### src/rtl/pc_out_depacker.sv
// pc_out_depacker: host-side receiver for the FPGA-to-PC upstream word stream.
// Each input word is {route, code, data}. Words not addressed to GO_HOME_RT are
// forwarded unchanged on the BD channel. GO_HOME_RT words are either spike-filter
// data (sf channel), heartbeat fragments reassembled into a 48-bit time value
// (time channel), or protocol errors that bump a saturating error counter.
// Every output channel is a one-entry register slice, so there is one cycle of
// latency and full throughput when downstream holds ready high.
//
// Configuration macro: PC_OUT_DEPACK_NOP_DROP_EN
//   defined   -> GO_HOME_RT words carrying CODE_NOP are silently dropped
//   undefined -> such words are treated as unknown codes (err_cnt += 1)
//
// Handshake (all channels): a transfer happens on a rising clk edge where both
// v and a are high. A producer keeps v high and its data stable until that edge.
module pc_out_depacker #(
    parameter int NPCcode     = 7,
    parameter int NPCdata     = 20,
    parameter int NPCroute    = 8,
    parameter int GO_HOME_RT  = 255,
    parameter int CODE_HB_LO  = 0,
    parameter int CODE_HB_MID = 1,
    parameter int CODE_HB_HI  = 2,
    parameter int CODE_SF     = 3,
    parameter int CODE_NOP    = 127,
    parameter int Nerr        = 16
) (
    input  logic                                clk,
    input  logic                                reset,
    input  logic [NPCroute+NPCcode+NPCdata-1:0] in_d,
    input  logic                                in_v,
    output logic                                in_a,
    output logic [NPCroute+NPCcode+NPCdata-1:0] bd_d,
    output logic                                bd_v,
    input  logic                                bd_a,
    output logic [NPCdata-1:0]                  sf_d,
    output logic                                sf_v,
    input  logic                                sf_a,
    output logic [47:0]                         time_d,
    output logic                                time_v,
    input  logic                                time_a,
    output logic [Nerr-1:0]                     err_cnt,
    output logic [1:0]                          hb_state
);

    localparam int W = NPCroute + NPCcode + NPCdata;

    localparam logic [NPCroute-1:0] RT_HOME = NPCroute'(GO_HOME_RT);
    localparam logic [NPCcode-1:0]  C_LO    = NPCcode'(CODE_HB_LO);
    localparam logic [NPCcode-1:0]  C_MID   = NPCcode'(CODE_HB_MID);
    localparam logic [NPCcode-1:0]  C_HI    = NPCcode'(CODE_HB_HI);
    localparam logic [NPCcode-1:0]  C_SF    = NPCcode'(CODE_SF);
    localparam logic [NPCcode-1:0]  C_NOP   = NPCcode'(CODE_NOP);

`ifdef PC_OUT_DEPACK_NOP_DROP_EN
    localparam logic NOP_DROP = 1'b1;
`else
    localparam logic NOP_DROP = 1'b0;
`endif

    typedef enum logic [1:0] {
        HB_IDLE    = 2'd0,
        HB_GOT_LO  = 2'd1,
        HB_GOT_MID = 2'd2
    } hb_state_t;

    hb_state_t state, state_nxt;

    logic [NPCroute-1:0] w_route;
    logic [NPCcode-1:0]  w_code;
    logic [NPCdata-1:0]  w_data;

    logic is_home, go_bd, go_sf, is_lo, is_mid, is_hi, go_hb, is_nop;
    logic code_known, is_unknown;
    logic bd_free, sf_free, time_free;
    logic hb_emit_req, xfer, hb_xfer;
    logic hb_err, lo_load, mid_load, time_load, err_inc;

    logic [NPCdata-1:0] hb_lo, hb_mid;

    assign w_route = in_d[W-1 -: NPCroute];
    assign w_code  = in_d[NPCdata +: NPCcode];
    assign w_data  = in_d[NPCdata-1:0];

    // Word classification; the NOP code only counts as known when dropping is enabled.
    always_comb begin
        is_home    = (w_route == RT_HOME);
        go_bd      = !is_home;
        go_sf      = is_home && (w_code == C_SF);
        is_lo      = is_home && (w_code == C_LO);
        is_mid     = is_home && (w_code == C_MID);
        is_hi      = is_home && (w_code == C_HI);
        go_hb      = is_lo || is_mid || is_hi;
        is_nop     = is_home && (w_code == C_NOP);
        code_known = go_sf || go_hb || (is_nop && NOP_DROP);
        is_unknown = is_home && !code_known;
    end

    // Input acceptance: only the slice the word targets can stall it. The only
    // heartbeat word that needs a slice is HB_HI arriving in GOT_MID.
    always_comb begin
        bd_free     = !bd_v || bd_a;
        sf_free     = !sf_v || sf_a;
        time_free   = !time_v || time_a;
        hb_emit_req = is_hi && (state == HB_GOT_MID);
        if (go_bd)
            in_a = reset && bd_free;
        else if (go_sf)
            in_a = reset && sf_free;
        else if (hb_emit_req)
            in_a = reset && time_free;
        else
            in_a = reset;
        xfer    = in_v && in_a;
        hb_xfer = xfer && go_hb;
    end

    // Heartbeat FSM state register.
    always_ff @(posedge clk or negedge reset) begin
        if (!reset) state <= HB_IDLE;
        else        state <= state_nxt;
    end

    // Heartbeat FSM next state and fragment-latch controls; only accepted HB words move it.
    always_comb begin
        state_nxt = state;
        hb_err    = 1'b0;
        lo_load   = 1'b0;
        mid_load  = 1'b0;
        time_load = 1'b0;
        if (hb_xfer) begin
            case (state)
                HB_IDLE: begin
                    if (is_lo) begin
                        lo_load   = 1'b1;
                        state_nxt = HB_GOT_LO;
                    end else begin
                        hb_err = 1'b1;
                    end
                end
                HB_GOT_LO: begin
                    if (is_mid) begin
                        mid_load  = 1'b1;
                        state_nxt = HB_GOT_MID;
                    end else if (is_lo) begin
                        hb_err  = 1'b1;
                        lo_load = 1'b1;
                    end else begin
                        hb_err    = 1'b1;
                        state_nxt = HB_IDLE;
                    end
                end
                HB_GOT_MID: begin
                    if (is_hi) begin
                        time_load = 1'b1;
                        state_nxt = HB_IDLE;
                    end else if (is_lo) begin
                        hb_err    = 1'b1;
                        lo_load   = 1'b1;
                        state_nxt = HB_GOT_LO;
                    end else begin
                        hb_err    = 1'b1;
                        state_nxt = HB_IDLE;
                    end
                end
                default: state_nxt = HB_IDLE;
            endcase
        end
        err_inc = (xfer && is_unknown) || hb_err;
    end

    assign hb_state = state;

    // Latch the low and middle heartbeat fragments.
    always_ff @(posedge clk or negedge reset) begin
        if (!reset) begin
            hb_lo  <= '0;
            hb_mid <= '0;
        end else begin
            if (lo_load)  hb_lo  <= w_data;
            if (mid_load) hb_mid <= w_data;
        end
    end

    // BD output slice: whole word forwarded unchanged.
    always_ff @(posedge clk or negedge reset) begin
        if (!reset) begin
            bd_v <= 1'b0;
            bd_d <= '0;
        end else if (xfer && go_bd) begin
            bd_v <= 1'b1;
            bd_d <= in_d;
        end else if (bd_a) begin
            bd_v <= 1'b0;
        end
    end

    // Spike-filter output slice: data field only.
    always_ff @(posedge clk or negedge reset) begin
        if (!reset) begin
            sf_v <= 1'b0;
            sf_d <= '0;
        end else if (xfer && go_sf) begin
            sf_v <= 1'b1;
            sf_d <= w_data;
        end else if (sf_a) begin
            sf_v <= 1'b0;
        end
    end

    // Time output slice: {hi[7:0], mid, lo} loaded when HB_HI completes a sequence.
    always_ff @(posedge clk or negedge reset) begin
        if (!reset) begin
            time_v <= 1'b0;
            time_d <= '0;
        end else if (time_load) begin
            time_v <= 1'b1;
            time_d <= {w_data[7:0], hb_mid, hb_lo};
        end else if (time_a) begin
            time_v <= 1'b0;
        end
    end

    // Saturating protocol-error counter.
    always_ff @(posedge clk or negedge reset) begin
        if (!reset)
            err_cnt <= '0;
        else if (err_inc && (err_cnt != {Nerr{1'b1}}))
            err_cnt <= err_cnt + 1'b1;
    end

endmodule
### config.mk
export PLATFORM = sky130hd
export DESIGN_NAME = pc_out_depacker
export DESIGN_NICKNAME = d
export VERILOG_FILES = /design/src/rtl/pc_out_depacker.sv
export SDC_FILE = /design/constraint.sdc
export NUM_CORES = 1
export LEC_CHECK = 0
export CAP_MARGIN = 0
export CORE_ASPECT_RATIO = 2
export CORE_MARGIN = 2
export CORE_UTILIZATION = 45
export CTS_CLUSTER_DIAMETER = 150
export DETAILED_ROUTE_END_ITERATION = 8
export PLACE_DENSITY = 0.83
export SETUP_SLACK_MARGIN = 0.05
export SYNTH_ARGS = -nofsm -noshare
export SYNTH_HDL_FRONTEND = slang
export SYNTH_SLANG_ARGS = --single-unit
### constraint.sdc
create_clock -name clk -period 2.1 [get_ports clk]
set_input_delay 0.63 -clock clk [delete_from_list [all_inputs] [get_ports clk]]
set_output_delay 0.63 -clock clk [all_outputs]
set_load 0.02 [all_outputs]
# Word level (Yosys, flattened, before mapping)
# Cells that the tools add are included.
# Widths: inputs -> output; s select.
# totals
regBits	164
# classes
mux	31
n_addsub	1
eq_ne	9
n_reduce_logical	33
# ops
cell	count
$mux 1	25
$add 16x1->16 const B	1
$ne 16x16->1 const B	1
$logic_and 1x1->1	15
$eq 7x2->1 const B	2
$eq 8x8->1 const B	1
$eq 7x1->1 const B	1
$logic_not 7->1	1
$logic_or 1x1->1	7
$mux 2	3
$pmux 1 s3	2
$pmux 2 s3	1
$reduce_bool 2->1	3
$logic_not 1->1	5
$ne 3x3->1 const B	1
$reduce_and 3->1	1
$eq 2x1->1 const B	1
$eq 2x2->1 const B	1
$logic_not 2->1	1
$ne 2x2->1 const B	1

# Depth between registers and ports, before layout
# logic_depth
word_depth	11
mapped_depth	9

# Least setup slack after synthesis
# Ideal clock, no wire load.
# synth_path
path_type	input-to-reg
startpoint	input in_d[22]
endpoint	register hb_lo[0]
path_stages	6
setup_time_ps	125
t_required_ps	1975
n_path_buf	1
arrival_time_ps	2175
slack_ps	-200
cell_sequence	nor4_2 -> and2b_4 -> nand4_4 -> a2111oi_4 -> buf_6 -> mux2_4
# synth_between
elab_chain_len	9
elab_cells_between_ends	21
cone_classes	eq/ne: 3; mux: 8; reduce/logical: 10
# synth_lines
item	line_no	source
from (decl)	29	input logic [NPCroute+NPCcode+NPCdata-1:0] in_d,
$eq 7x2->1	91	is_hi = is_home && (w_code == C_HI);
$logic_and 1x1->1	91	
$logic_and 1x1->1	104	hb_emit_req = is_hi && (state == HB_GOT_MID);
$mux 1	109	else if (hb_emit_req)
$mux 1	107	else if (go_sf)
$mux 1	105	if (go_bd)
$logic_and 1x1->1	113	xfer = in_v && in_a;
$logic_and 1x1->1	114	hb_xfer = xfer && go_hb;
$mux 1 *	130	if (hb_xfer) begin
to (signal assigned)	179	if (lo_load) hb_lo <= w_data;
to (decl)	78	logic [NPCdata-1:0] hb_lo, hb_mid;
# Mark *: on every way between the ends. The rest lies on a longest branch, timed or not.
# A chain may end at the register's enable or synchronous reset.

# Final worst setup path
# layout_path
startpoint	input in_d[25]
endpoint	output in_a
# layout_between
elab_chain_len	6
elab_cells_between_ends	8
cone_classes	eq/ne: 2; mux: 3; reduce/logical: 3
# layout_lines
item	line_no	source
$eq 7x2->1	91	
$logic_and 1x1->1	91	
$logic_and 1x1->1	104	
$mux 1	109	
$mux 1 *	107	
$mux 1 *	105	
to (decl)	31	output logic in_a,
# Marks and branches as above.

==> metrics.json <==
{
  "outcome": {
    "outcome": "finished, violations left",
    "failed_checks": "negative setup slack"
  },
  "sta": {
    "timing.final.crit_period_ns": 2.35,
    "finClkSkew_ns": 0.0120,
    "setup_viol": 46,
    "final.period_utilization_pct": 112,
    "report.final.hold_viol_count": 0,
    "worst-slew-pin-transition_ns": 0.821,
    "slew_headroom_pct": 45.2,
    "max_clock_freq_mhz": 425,
    "pins_over_their_slew_limit": 0,
    "post-route-worst-setup-slack_ns": -0.254,
    "rsz0062_at_grt": "yes",
    "finalHoldWorstSlack_ns": 0.255
  },
  "routing": {
    "number_of_antenna_violating_nets_in_the_routed_design": 0,
    "average_routed_wire_per_standard_cell_um": 22.4,
    "drt-vias-per-instance": 5.27,
    "first_pass_iters": 4,
    "total_drc_errors_in_the_routed_layout": 0,
    "initial_drc_count": 238,
    "totalWireLength_um": 19500,
    "detailroute.via_count": 4591
  },
  "synthesis": {
    "synth_top_flop_cell": "sky130_fd_sc_hd__dfrtp_1",
    "post_synth.cell_area_avg_um2": 16.1,
    "synth.distinct_cells": 44,
    "post_synth_edffs": 0,
    "synth_sequential_area_ratio_pct": 61.2,
    "synth_top_cells_by_count": "164 x sky130_fd_sc_hd__dfrtp_1, 104 x sky130_fd_sc_hd__mux2_2, 40 x sky130_fd_sc_hd__mux2_4",
    "yosys_register_bits": 164,
    "syn_area_um2": 6710,
    "yosys.area.top_type": "sky130_fd_sc_hd__dfrtp_1",
    "yosysWarningCount": 0,
    "synth_async_sr_flop_share_pct": 100,
    "synth.area.top_cells": "sky130_fd_sc_hd__dfrtp_1 61%, sky130_fd_sc_hd__mux2_2 17%, sky130_fd_sc_hd__mux2_4 9.0%",
    "synthesis.nets": 459,
    "yosys.cell_count.top_type": "sky130_fd_sc_hd__dfrtp_1",
    "synthCells": 417,
    "synth_largest_type_area_fraction_pct": 61.2
  },
  "cts": {
    "tritoncts_num_sinks": 164,
    "clock_insertion_delay_at_the_later_pin_of_the_skew_report_ns": 0.44,
    "cts_made_buffers": 17,
    "tritoncts": "done",
    "cts-root-to-sink-buffers": 2,
    "clk_pin_slew_worst_paths_ns": 0.07,
    "htree_levels": 4,
    "clockRootBuffer": "sky130_fd_sc_hd__clkbuf_16"
  },
  "pwr": {
    "power_leakage_uw": 0.00580,
    "power_switching_share_pct": 27.3,
    "p_seq_share_pct": 44.9,
    "ir_drop_mv": 0.523,
    "cellPowerDensity_nw_per_um2": 728,
    "p_sw_uw": 2060,
    "power_frac_comb_pct": 13.7,
    "clock_power_share_pct": 41.4,
    "internal-power_uw": 5490
  },
  "global_routing": {
    "grt_overflow_total": 0,
    "wire_length_of_the_first_global_routing_pass_um": 29900,
    "initial_antenna_violation_count": 1,
    "grt_pass1_vias": 5121,
    "grt_start_max_net_pins": 65,
    "globalRouteTotalUtil_pct": 24.9
  },
  "critical_path": {
    "critical_path.max_fanout": 2,
    "path_cells": "buf_6, nor4_4, or2b_1, o21ai_2, a21boi_2, buf_6",
    "worst_setup_path_startpoint": "in_d[25]",
    "critical_path_required_ns": 1.47,
    "worstSetupStartpointType": "primary input",
    "count_of_buffer_and_inverter_cells_on_the_critical_path": 2,
    "cp_data_arrival_time_ns": 1.72,
    "crit_path_frequent_cell": "sky130_fd_sc_hd__buf_6",
    "timing.critical_path.slowest_cell_delay_ns": 0.33,
    "timing.critical_path.to_type": "primary output",
    "reg2reg_from": "hb_state[0]",
    "cpLargestDelayFamily": "simple AND/OR/NAND/NOR gates",
    "cpMaxStageDelayCell": "sky130_fd_sc_hd__nor4_4",
    "crit_type": "primary input to primary output"
  },
  "finish": {
    "design.final.nets": 704,
    "synthToLayoutAreaGrowth_pct": 54.4,
    "drive_above_1_share_pct": 44.7,
    "fin_cells": 871
  },
  "floorplanning": {
    "core-area_um2": 14700,
    "die_area_um2": 16000,
    "starting_utilization_of_the_core_area_pct": 45.5,
    "num_io_pins": 166,
    "dieWidth_um": 90.3,
    "die_h_um": 177,
    "std_cell_rows": 63
  },
  "placement": {
    "number_of_cells_in_the_design_after_placement": 800,
    "global_placement_routability_congestion": 0.770,
    "port_buffers": 165,
    "dp_worst_setup_slack_ns": -1.01,
    "dp_hpwl_um": 11800
  },
  "job": {
    "max_cap_violations": 0
  },
  "worst_hold_path": {
    "hold_class": "primary input to async pin"
  }
}
## power by group through the flow
stage	Combinational [µW]	Sequential, µW	Clock [µW]
2_1_floorplan	290	3620	0
3_3_place_gp	1010	3430	0
3_5_place_dp	1040	3440	0
4_1_cts	1020	3380	3180
5_1_grt	1090	3400	3310
6_report	1030	3390	3120
## per-stage QoR
stage          area [µm²]  TNS (ns)  total power, µW  utilization [%]
2_1_floorplan        6910     -5.69             3910                -
3_3_place_gp         9000   -108.79             4440             61.1
3_5_place_dp         9000   -115.44             4490             61.1
4_1_cts             10100     -1.24             7580             68.3
5_1_grt             10400     -4.86             7800             70.3
6_report            10400     -1.97             7540             70.3
## what timing repair did
item	4_1_cts	5_1_grt
gates resized for setup	169	77
hold buffers	0	0
pin swaps	17	12
setup endpoints to repair	229	200
gates cloned	8	1
buffers inserted	22	10
## layout by cell type, fill, tap and decap left out, types with 2 or more instances in the layout
cell type,count
sky130_fd_sc_hd__nor2_1,2
sky130_fd_sc_hd__o21ai_2,2
sky130_fd_sc_hd__dfrtp_2,3
sky130_fd_sc_hd__nand2_2,2
sky130_fd_sc_hd__buf_12,12
sky130_fd_sc_hd__clkbuf_16,18
sky130_fd_sc_hd__and4_1,2
sky130_fd_sc_hd__clkinv_4,2
sky130_fd_sc_hd__inv_1,2
sky130_fd_sc_hd__buf_2,5
sky130_fd_sc_hd__clkinv_8,2
sky130_fd_sc_hd__dlymetal6s2s_1,47
sky130_fd_sc_hd__buf_4,47
sky130_fd_sc_hd__xnor2_1,13
sky130_fd_sc_hd__buf_8,4
sky130_fd_sc_hd__clkdlybuf4s15_1,6
sky130_fd_sc_hd__nand4_1,6
sky130_fd_sc_hd__mux2_4,95
sky130_fd_sc_hd__buf_16,7
sky130_fd_sc_hd__clkdlybuf4s15_2,2
sky130_fd_sc_hd__nand2_1,7
sky130_fd_sc_hd__inv_8,3
sky130_fd_sc_hd__and3_1,5
sky130_fd_sc_hd__dfrtp_1,161
sky130_fd_sc_hd__nor4_4,2
sky130_fd_sc_hd__nand2b_1,3
sky130_fd_sc_hd__dlygate4sd2_1,70
sky130_fd_sc_hd__or3_1,2
sky130_fd_sc_hd__inv_6,4
sky130_fd_sc_hd__a21oi_1,3
sky130_fd_sc_hd__a22o_1,3
sky130_fd_sc_hd__clkdlybuf4s50_1,29
sky130_fd_sc_hd__buf_6,14
sky130_fd_sc_hd__clkinvlp_4,2
sky130_fd_sc_hd__o211ai_1,2
sky130_fd_sc_hd__and3_4,2
sky130_fd_sc_hd__or2b_1,2
sky130_fd_sc_hd__nand3_2,5
sky130_fd_sc_hd__mux2_2,49
## layer usage
| metal | GRT usage [%] | up-vias | part of all wire (%) |
|---|---|---|---|
| met5 | 0 | - | 0 |
| met3 | 4.81 | 49 | 4.2 |
| met4 | 13.3 | 0 | 4.0 |
| li1 | - | 1991 | - |
| met1 | 27.0 | 2390 | 35 |
| met2 | 45.6 | 161 | 56 |
## sequential cells by signal, summed over array words and instances, names as in the netlist
signal / count
time_d: 48
bd_d: 35
hb_lo: 20
hb_mid: 20
sf_d: 20
err_cnt: 16
hb_state: 2
bd_v: 1
sf_v: 1
time_v: 1
## worst paths after layout
path                               to  slack, ns  depth (start not counted)
setup / recovery                 in_a      -0.25                          6
setup reg to reg           time_d[10]      -0.06                          9
hold / removal               bd_d[29]       0.25                          2
hold reg to reg               sf_d[3]       0.50                          1
max in group asynchronous     sf_d[7]       0.60                          3
min in group clk             bd_d[22]       0.44                          2
## cell families after synthesis
group | count (synthesis) | synth area share [%]
compound gates | 20 | 2.83
xor+xnor | 14 | 1.83
simple gates | 53 | 5.17
buf+inv | 21 | 2.41
flops | 164 | 61.2
fa+ha+maj | 1 | 0.186
mux | 144 | 26.4
## final cells by class
class,instances,area (µm²)
Fill cell,929,4380
Sequential cell,164,4110
Multi-Input combinational cell,232,2770
Timing Repair Buffer,245,2630
Clock buffer,17,425
Tap cell,195,244
Clock inverter,15,169
Inverter,2,7.51
Antenna cell,1,2.50
Power figures use the tool's default switching activity.
